--- src/rtl/prefix_pkg.sv ---
// Shared definitions for the prefix deframer: tag codes, FSM state type and
// the skid-buffer entry layout.
package prefix_pkg;

  localparam logic [1:0] TAG_FILL0 = 2'b00;
  localparam logic [1:0] TAG_FILL1 = 2'b01;
  localparam logic [1:0] TAG_HDR   = 2'b10;
  localparam logic [1:0] TAG_BODY  = 2'b11;

  // Field widths of a skid entry; the deframer's PW/CHW defaults follow these.
  localparam int ENTRY_PW  = 8;
  localparam int ENTRY_CHW = 2;

  typedef enum logic {
    IDLE = 1'b0,
    BODY = 1'b1
  } state_t;

  typedef struct packed {
    logic [ENTRY_PW-1:0]  data;
    logic [ENTRY_CHW-1:0] chan;
    logic                 last;
  } skid_entry_t;

endpackage

--- src/rtl/prefix_deframer_if.sv ---
// Input {tag,payload} stream and output payload stream of the deframer.
// master = producer/consumer side, slave = deframer side.
interface prefix_deframer_if #(
  parameter int PW  = 8,
  parameter int TW  = 2,
  parameter int CHW = 2
);
  logic              in_valid;
  logic              in_ready;
  logic [TW+PW-1:0]  in_data;
  logic              out_valid;
  logic              out_ready;
  logic [PW-1:0]     out_data;
  logic [CHW-1:0]    out_chan;
  logic              out_last;

  modport master (
    output in_valid, in_data, out_ready,
    input  in_ready, out_valid, out_data, out_chan, out_last
  );

  modport slave (
    input  in_valid, in_data, out_ready,
    output in_ready, out_valid, out_data, out_chan, out_last
  );
endinterface

--- src/rtl/prefix_skid2.sv ---
// Generic 2-entry valid/ready skid buffer. in_ready is a flop driven from the
// next occupancy, so there is no combinational path from out_ready.
module prefix_skid2 #(
  parameter int W = 8
) (
  input  logic         clk,
  input  logic         rst,
  input  logic         push,
  input  logic [W-1:0] push_data,
  output logic         in_ready,
  output logic         out_valid,
  input  logic         out_ready,
  output logic [W-1:0] out_data
);

  logic [W-1:0] mem [2];
  logic         wr_ptr;
  logic         rd_ptr;
  logic [1:0]   occ;
  logic [1:0]   occ_next;
  logic         do_push;
  logic         do_pop;

  assign do_push   = push && in_ready;
  assign do_pop    = out_valid && out_ready;
  assign out_valid = (occ != 2'd0);
  assign out_data  = mem[rd_ptr];

  always_comb begin
    // NOTE: default assignment first so every path writes occ_next (no latch).
    occ_next = occ;
    if (do_push && !do_pop)
      occ_next = occ + 2'd1;
    else if (do_pop && !do_push)
      occ_next = occ - 2'd1;
  end

  // NOTE: sequential state uses non-blocking assignments only.
  always_ff @(posedge clk or posedge rst) begin
    if (rst) begin
      // NOTE: storage is cleared on reset so out_data reads zero while in reset.
      for (int i = 0; i < 2; i++) mem[i] <= '0;
      wr_ptr   <= 1'b0;
      rd_ptr   <= 1'b0;
      occ      <= 2'd0;
      in_ready <= 1'b0;
    end else begin
      if (do_push) begin
        mem[wr_ptr] <= push_data;
        wr_ptr      <= ~wr_ptr;
      end
      if (do_pop)
        rd_ptr <= ~rd_ptr;
      occ      <= occ_next;
      in_ready <= (occ_next < 2'd2);
    end
  end

endmodule

--- src/rtl/prefix_deframer.sv ---
// Strips {tag,payload} prefixes, reassembles header+counted-body frames and
// streams body payloads with channel/last. Optional: PREFIX_DEFRAMER_STATS_EN.
module prefix_deframer
  import prefix_pkg::*;
#(
  parameter int PW   = ENTRY_PW,
  parameter int TW   = 2,
  parameter int LENW = 4,
  parameter int CHW  = ENTRY_CHW
) (
  input  logic                clk,
  input  logic                rst,
  prefix_deframer_if.slave    bus,
  output logic                err_pulse,
  output logic                busy
`ifdef PREFIX_DEFRAMER_STATS_EN
  ,
  output logic [15:0]         frame_cnt,
  output logic [15:0]         err_cnt
`endif
);

  state_t          state;
  logic [LENW-1:0] cnt;
  logic [CHW-1:0]  chan;

  logic [TW-1:0]   tag;
  logic [PW-1:0]   payload;
  logic [LENW-1:0] hdr_len;
  logic [CHW-1:0]  hdr_chan;
  logic            take;
  logic            push;
  skid_entry_t     push_entry;
  skid_entry_t     pop_entry;

  assign tag      = bus.in_data[TW+PW-1:PW];
  assign payload  = bus.in_data[PW-1:0];
  assign hdr_len  = payload[LENW-1:0];
  assign hdr_chan = payload[LENW+CHW-1:LENW];
  assign take     = bus.in_valid && bus.in_ready;
  assign push     = take && (tag == TAG_BODY) && (state == BODY);

  assign push_entry.data = payload;
  assign push_entry.chan = chan;
  assign push_entry.last = (cnt == LENW'(1));

  assign busy = (state == BODY);

  always_ff @(posedge clk or posedge rst) begin
    if (rst) begin
      state     <= IDLE;
      cnt       <= '0;
      chan      <= '0;
      err_pulse <= 1'b0;
    end else begin
      err_pulse <= 1'b0;
      if (take) begin
        case (tag)
          TAG_FILL0, TAG_FILL1: ;
          TAG_HDR: begin
            // A header mid-frame truncates the old frame; already-pushed words keep last=0.
            chan <= hdr_chan;
            cnt  <= hdr_len;
            if (state == BODY || hdr_len == '0)
              err_pulse <= 1'b1;
            state <= (hdr_len == '0) ? IDLE : BODY;
          end
          TAG_BODY: begin
            if (state == IDLE) begin
              err_pulse <= 1'b1;
            end else begin
              cnt <= cnt - LENW'(1);
              if (cnt == LENW'(1))
                state <= IDLE;
            end
          end
        endcase
      end
    end
  end

  prefix_skid2 #(.W($bits(skid_entry_t))) u_skid (
    .clk       (clk),
    .rst       (rst),
    .push      (push),
    .push_data (push_entry),
    .in_ready  (bus.in_ready),
    .out_valid (bus.out_valid),
    .out_ready (bus.out_ready),
    .out_data  (pop_entry)
  );

  assign bus.out_data = pop_entry.data;
  assign bus.out_chan = pop_entry.chan;
  assign bus.out_last = pop_entry.last;

`ifdef PREFIX_DEFRAMER_STATS_EN
  always_ff @(posedge clk or posedge rst) begin
    if (rst) begin
      frame_cnt <= 16'd0;
      err_cnt   <= 16'd0;
    end else begin
      if (bus.out_valid && bus.out_ready && bus.out_last && frame_cnt != 16'hFFFF)
        frame_cnt <= frame_cnt + 16'd1;
      if (err_pulse && err_cnt != 16'hFFFF)
        err_cnt <= err_cnt + 16'd1;
    end
  end
`endif

endmodule

--- src/flat_wrapper.sv ---
// flat-port wrapper written by rule: the top's interface ports become plain ports
module prefix_deframer_flat import prefix_pkg::*;
#(
  parameter int PW   = ENTRY_PW,
  parameter int TW   = 2,
  parameter int LENW = 4,
  parameter int CHW  = ENTRY_CHW
)
  (clk, rst, err_pulse, busy, bus_in_valid, bus_in_data, bus_out_ready, bus_in_ready, bus_out_valid, bus_out_data, bus_out_chan, bus_out_last);
  prefix_deframer_if #(.PW(PW), .TW(TW), .CHW(CHW)) bus_i ();
  input  logic clk;
  input  logic rst;
  output logic err_pulse;
  output logic busy;
  input wire logic [$bits(bus_i.in_valid)-1:0] bus_in_valid;
  input wire logic [$bits(bus_i.in_data)-1:0] bus_in_data;
  input wire logic [$bits(bus_i.out_ready)-1:0] bus_out_ready;
  output wire logic [$bits(bus_i.in_ready)-1:0] bus_in_ready;
  output wire logic [$bits(bus_i.out_valid)-1:0] bus_out_valid;
  output wire logic [$bits(bus_i.out_data)-1:0] bus_out_data;
  output wire logic [$bits(bus_i.out_chan)-1:0] bus_out_chan;
  output wire logic [$bits(bus_i.out_last)-1:0] bus_out_last;
  assign bus_i.in_valid = bus_in_valid;
  assign bus_i.in_data = bus_in_data;
  assign bus_i.out_ready = bus_out_ready;
  assign bus_in_ready = bus_i.in_ready;
  assign bus_out_valid = bus_i.out_valid;
  assign bus_out_data = bus_i.out_data;
  assign bus_out_chan = bus_i.out_chan;
  assign bus_out_last = bus_i.out_last;
  prefix_deframer #(.PW(PW), .TW(TW), .LENW(LENW), .CHW(CHW)) u_core (.clk(clk), .rst(rst), .bus(bus_i), .err_pulse(err_pulse), .busy(busy));
endmodule
--- config.mk ---
export PLATFORM = sky130hd
export DESIGN_NAME = prefix_deframer_flat
export DESIGN_NICKNAME = d
export VERILOG_FILES = /design/src/rtl/prefix_pkg.sv /design/src/rtl/prefix_deframer_if.sv /design/src/rtl/prefix_skid2.sv /design/src/rtl/prefix_deframer.sv /design/src/flat_wrapper.sv
export SDC_FILE = /design/constraint.sdc
export NUM_CORES = 1
export LEC_CHECK = 0
export BUFFER_PORTS_ARGS = -buffer_cell sky130_fd_sc_hd__buf_4
export CAP_MARGIN = 10
export CORE_MARGIN = 3
export CORE_UTILIZATION = 50
export DETAILED_ROUTE_END_ITERATION = 7
export HOLD_SLACK_MARGIN = 0.1
export PLACE_DENSITY = 0.72
export RECOVER_POWER = 100
export SLEW_MARGIN = 15
export SYNTH_ARGS = -nofsm -noshare
export SYNTH_HDL_FRONTEND = slang
export SYNTH_SLANG_ARGS = --single-unit
--- constraint.sdc ---
create_clock -name clk -period 3.6 [get_ports clk]
set_input_delay 0.36 -clock clk [delete_from_list [all_inputs] [get_ports clk]]
set_output_delay 0.36 -clock clk [all_outputs]
set_load 0.02 [all_outputs]
Word-level counts from Yosys, hierarchy flattened. Cells that the tools add are included.

Add/subtract/negate cells: 3. Order comparisons: 4. Equality and inequality tests: 4. Muxes and demuxes: 18. Bitwise operators: 4. Reductions and logical operators: 17.

Operators with widths (number): $mux W11 (4); $bwmux W22 (1); $demux W11 S1 (1); $logic_and A1 B1 Y1 (8); $pmux W4 S2 (1); $mux W1 (6); $eq A2 B2 Y1 const B (2); $eq A4 B1 Y1 const B (1); $ge A2 B2 Y1 const B (2); $logic_not A4 Y1 (1); $mux W2 (2); $mux W4 (1); $not A1 Y2 (2); $pmux W1 S2 (2); $reduce_and A2 Y1 (2); $reduce_bool A2 Y1 (2); $sub A4 B1 Y4 const B (1); $reduce_and A3 Y1 (1); $add A2 B1 Y2 const B (1); $logic_not A1 Y1 (2); $lt A2 B1 Y1 const B (1); $lt A2 B2 Y1 const B (1); $ne A2 B1 Y1 const B (1); $not A1 Y1 (2); 2 further kinds (2).

Flip-flop bits (word level): 35. Input port bits: 14. Output and inout port bits: 15. Logic and storage cells: 60.

Depth between registers and ports, before layout.
Word-level depth: 9. Depth in mapped cells: 9. Mapped depth without buffers: 9.

Modules after synthesis. Synthesis repeated with hierarchy kept, for this count alone.

Cell total of the unflattened synthesis: 137. Area, all modules: 1776.7 um2.

Modules (own cells, without submodules): prefix_skid2 (instances 1, cells an instance 86, area an instance 1281.2 um2, sequential area each 675.6 um2); prefix_deframer (instances 1, cells an instance 51, area an instance 495.5 um2, sequential area each 200.2 um2).

Least setup slack after synthesis. Ideal clock, no wire load.

Kind: reg-to-reg. Start: reg u_core.u_skid.in_ready. End: reg (tool-made name). Setup time: 127 ps. Data arrival time: 1548 ps. Required time: 3473 ps. Path slack: 1924 ps. Cell stages (with the launch flop): 7. Buffers on the path: 0. Clock period less this slack: 1676 ps. Path through: dfrtp_1 > nand4_4 > or2_2 > ha_1 > nor3b_1 > a211oi_1 > a21oi_1.

RTL lines: start, declared (line prefix_skid2.sv:10) `output logic in_ready,`; start signal, assigned (line prefix_skid2.sv:55) `in_ready <= (occ_next < 2'd2);`.

Worst setup path after layout.
Start: reg u_core.u_skid.rd_ptr. End: out bus_out_last.

Word-level cells in the longest chain between the ends: 4.

Ends and longest elaborated chain: start, declared (line prefix_skid2.sv:18) `logic rd_ptr;`; start signal, assigned (line prefix_skid2.sv:53) `rd_ptr <= ~rd_ptr;`; $not A1 Y2 (not written as such) (line prefix_skid2.sv:27) `assign out_data = mem[rd_ptr];`; $mux W11 (not written as such) (3 in a row) (line prefix_skid2.sv:27); end, declared (line flat_wrapper.sv:22) `output wire logic [$bits(bus_i.out_last)-1:0] bus_out_last;`.

Every way passes these cells. The select of a mux whose other input is x is not followed.

==> flow_summary.yaml <==
grt:
  grt_antenna_before_repair: 0
  grt.overflow.total: 0
  gr-usage-all-layers_pct: 17.3
  grt_max_degree: 24
  grt_pass1_wl_mm: 5.53
  first_global_vias: 1152
detailed_routing:
  first_pass_iters: 4
  drc_errors: 0
  vias: 1115
  met2_length_mm: 1.52
  drt-vias-per-instance: 5.26
  dr_wl_met3_um: 158
  top_layer_used: "met4"
  avgRoutedWirePerCell_um: 15.3
  wl_met1_mm: 1.50
  drtIter0Drc: 19
  ant_nets: 0
  wl_mm: 3.24
clock_network:
  cts_sinks: 35
  post-cts-setup-buffer-count: 0
  cts_tree: "yes"
  htree_levels: 2
  cts_resized: 0
  cts_buffer_depth: 2
  hold_buffers: 0
  cts_inserted_buffers: 5
  clk_pin_slew_ps: 110
  clock_latency_ps: 340
  clock-root-buffer: "clkbuf_4"
layout:
  area_growth_syn_to_layout_pct: 12.6
  final_nets: 186
  utilization_pct: 61.6
  fin_cells: 212
  n_fill_cell: 301
  antenna_cells: 0
  drive_gt1_share_pct: 30.4
floorplan:
  coreArea_mm2: 0.00320
  die_w_um: 65.2
  rows: 20
  die_height_um: 65.2
  num_io_pins: 29
  die_area_mm2: 0.00425
  initial_core_util_pct: 54.7
logic_synthesis:
  synth.avg_cell_area_um2: 13.0
  synth_fp_nets: 154
  syn_inst: 135
  synth.yosys.warnings: 0
  synthArstFlopShare_pct: 100
  synth-edff-count: 0
  synth_top_cell_area_share_pct: 50.0
  ys_seq_area_share_pct: 50.0
  ys_types: 33
  syn_area_mm2: 0.00175
  synth_largest_area_cell: "dfrtp_1"
  synth-seq-cells: 35
  ys.flop_type: "dfrtp_1"
  synthTopCellsByArea: "dfrtp_1, mux2_2, mux2_4, ha_1, inv_1"
setup_path:
  crit_type: "reg -> out"
  slowest_delay_ps: 700
  crit_path_top_delay_cell: "dfrtp_1"
  cp_num_buf_inv: 1
  crit_chain: "mux2_2, clkbuf_1"
  worst_r2r_path_depth: 4
  crit_cells: 2
  cp.required_ps: 3240
  critical_path.max_fanout: 12
  start_kind: "flip-flop"
  arrival_ps: 1610
  cpLargestDelayFamily: "flip-flops"
  end_kind: "primary output"
timing:
  rsz0062_at_grt: "no"
  slew_violations: 0
  tightestPinTransition_ps: 872
  timing.fmax_mhz: 508
  setup_slack_ps: 1630
  skew_ps: 10.5
  post-route-period-util_pct: 54.7
  min_period_ps: 1970
  setup_viol: 0
  hold_viol_final: 0
  relSlewSlack_pct: 41.8
  tns_ps: 0
placed_design:
  place_ws_ps: 1880
  gp_congestion: 0.803
  io_buffers: 28
  dp.cells: 204
  post-dp-hpwl_mm: 2.28
min_path:
  hp-class: "in -> async"
power_and_ir_drop:
  p_leak_nw: 0.921
  powerDensity_mw_per_mm2: 826
  ir_drop_uv: 393
run:
  maxCapViolCount: 0
outcome:
  status: "finished, final reports clean"
metal layers:
layer | global-route usage [%] | vias to the layer above
met1 | 21.3 | 535
met4 | 6.99 | 0
met5 | 0 | -
met2 | 28.2 | 25
li1 | - | 548
met3 | 5.13 | 7
area by class of cell:
class	instances	area, um2	share of cell area (%)
clock buffer	6	51.3	2.60
clock inverter	2	35.0	1.78
inverter	11	41.3	2.09
multi-input combinational	84	752	38.1
sequential	35	876	44.4
tap	44	55.1	2.79
timing repair buffer	30	161	8.19
metrics by stage:
stage,hold slack (ps),total power [mW],area (um2)
3_5_place_dp,480,1.46,1990
5_1_grt,235,1.75,1970
3_3_place_gp,479,1.43,1990
4_1_cts,212,1.77,2080
6_report,195,1.63,1970
2_1_floorplan,453,1.21,1750
final timing paths:
| check | start | end | slack (ps) |
|---|---|---|---|
| setup / recovery | u_core.u_skid.rd_ptr$_DFFE_PP0P_ | bus_out_last | 1630 |
| hold / removal | rst | u_core.u_skid.mem[12]$_DFFE_PP0P_ | 190 |
| setup reg to reg | u_core.busy$_DFFE_PP0P_ | u_core.u_skid.mem[19]$_DFFE_PP0P_ | 1840 |
| hold reg to reg | u_core.u_skid.occ[0]$_DFFE_PP0P_ | u_core.u_skid.occ[0]$_DFFE_PP0P_ | 500 |
| max in group asynchronous | rst | u_core.busy$_DFFE_PP0P_ | 2290 |
| min in group clk | bus_in_data[7] | u_core.u_skid.mem[10]$_DFFE_PP0P_ | 240 |
logic make-up (layout without fill, tap and decap cells):
kind of cell	Yosys count	count (layout)	share of synthesized area (%)
multiplexers	36	36	25.3
buffers and inverters	16	49	4.57
adder cells (fa/ha/maj)	5	5	3.57
flip-flops	35	35	50.0
XOR/XNOR	2	2	1.00
AO/OA/AOI/OAI	22	22	8.21
AND/OR/NAND/NOR	19	19	7.36
worst register-to-register path, delay by kind of cell, from the launching register on:
| kind | cells | cell delay, ps |
|---|---|---|
| mux | 1 | 420 |
| flops | 1 | 430 |
| buf+inv | 2 | 640 |
| simple gates | 1 | 170 |
Yosys cell counts, types with 2 or more instances:
cell       instances
mux2_2            26
nor3b_1            2
o22ai_1            2
o21ai_0            4
dfrtp_1           35
nor2_1             3
mux2_4            10
a21oi_1            6
ha_1               5
a211oi_1           5
nand2_1            3
inv_1             11
buf_6              2
a2bb2oi_1          2
cells in the final DEF (no fill, tap or decap), types with 3 or more instances in the layout:
cell type and count:
buf_4 12, dfrtp_1 35, mux2_2 26, o21ai_0 4, ha_1 5, a211oi_1 5
clkbuf_1 17, a21oi_1 6, mux2_1 9, nor2_1 3, clkbuf_4 6, nand2_1 3
inv_1 11
where the power goes:
| group | switching (mW) | internal, mW |
|---|---|---|
| clock | 0.132 | 0.164 |
| sequential | 0.133 | 0.568 |
| combinational | 0.339 | 0.294 |
| total | 0.604 | 1.03 |
flip-flops by register name, indices dropped and copies added (netlist names), named ones only:
register and cells:
u_core.u_skid.mem 22, u_core.cnt 4, u_core.chan 2, u_core.busy 1
u_core.err_pulse 1, u_core.u_skid.in_ready 1, u_core.u_skid.occ 1, u_core.u_skid.rd_ptr 1
u_core.u_skid.wr_ptr 1
Power figures use the tool's default switching activity.
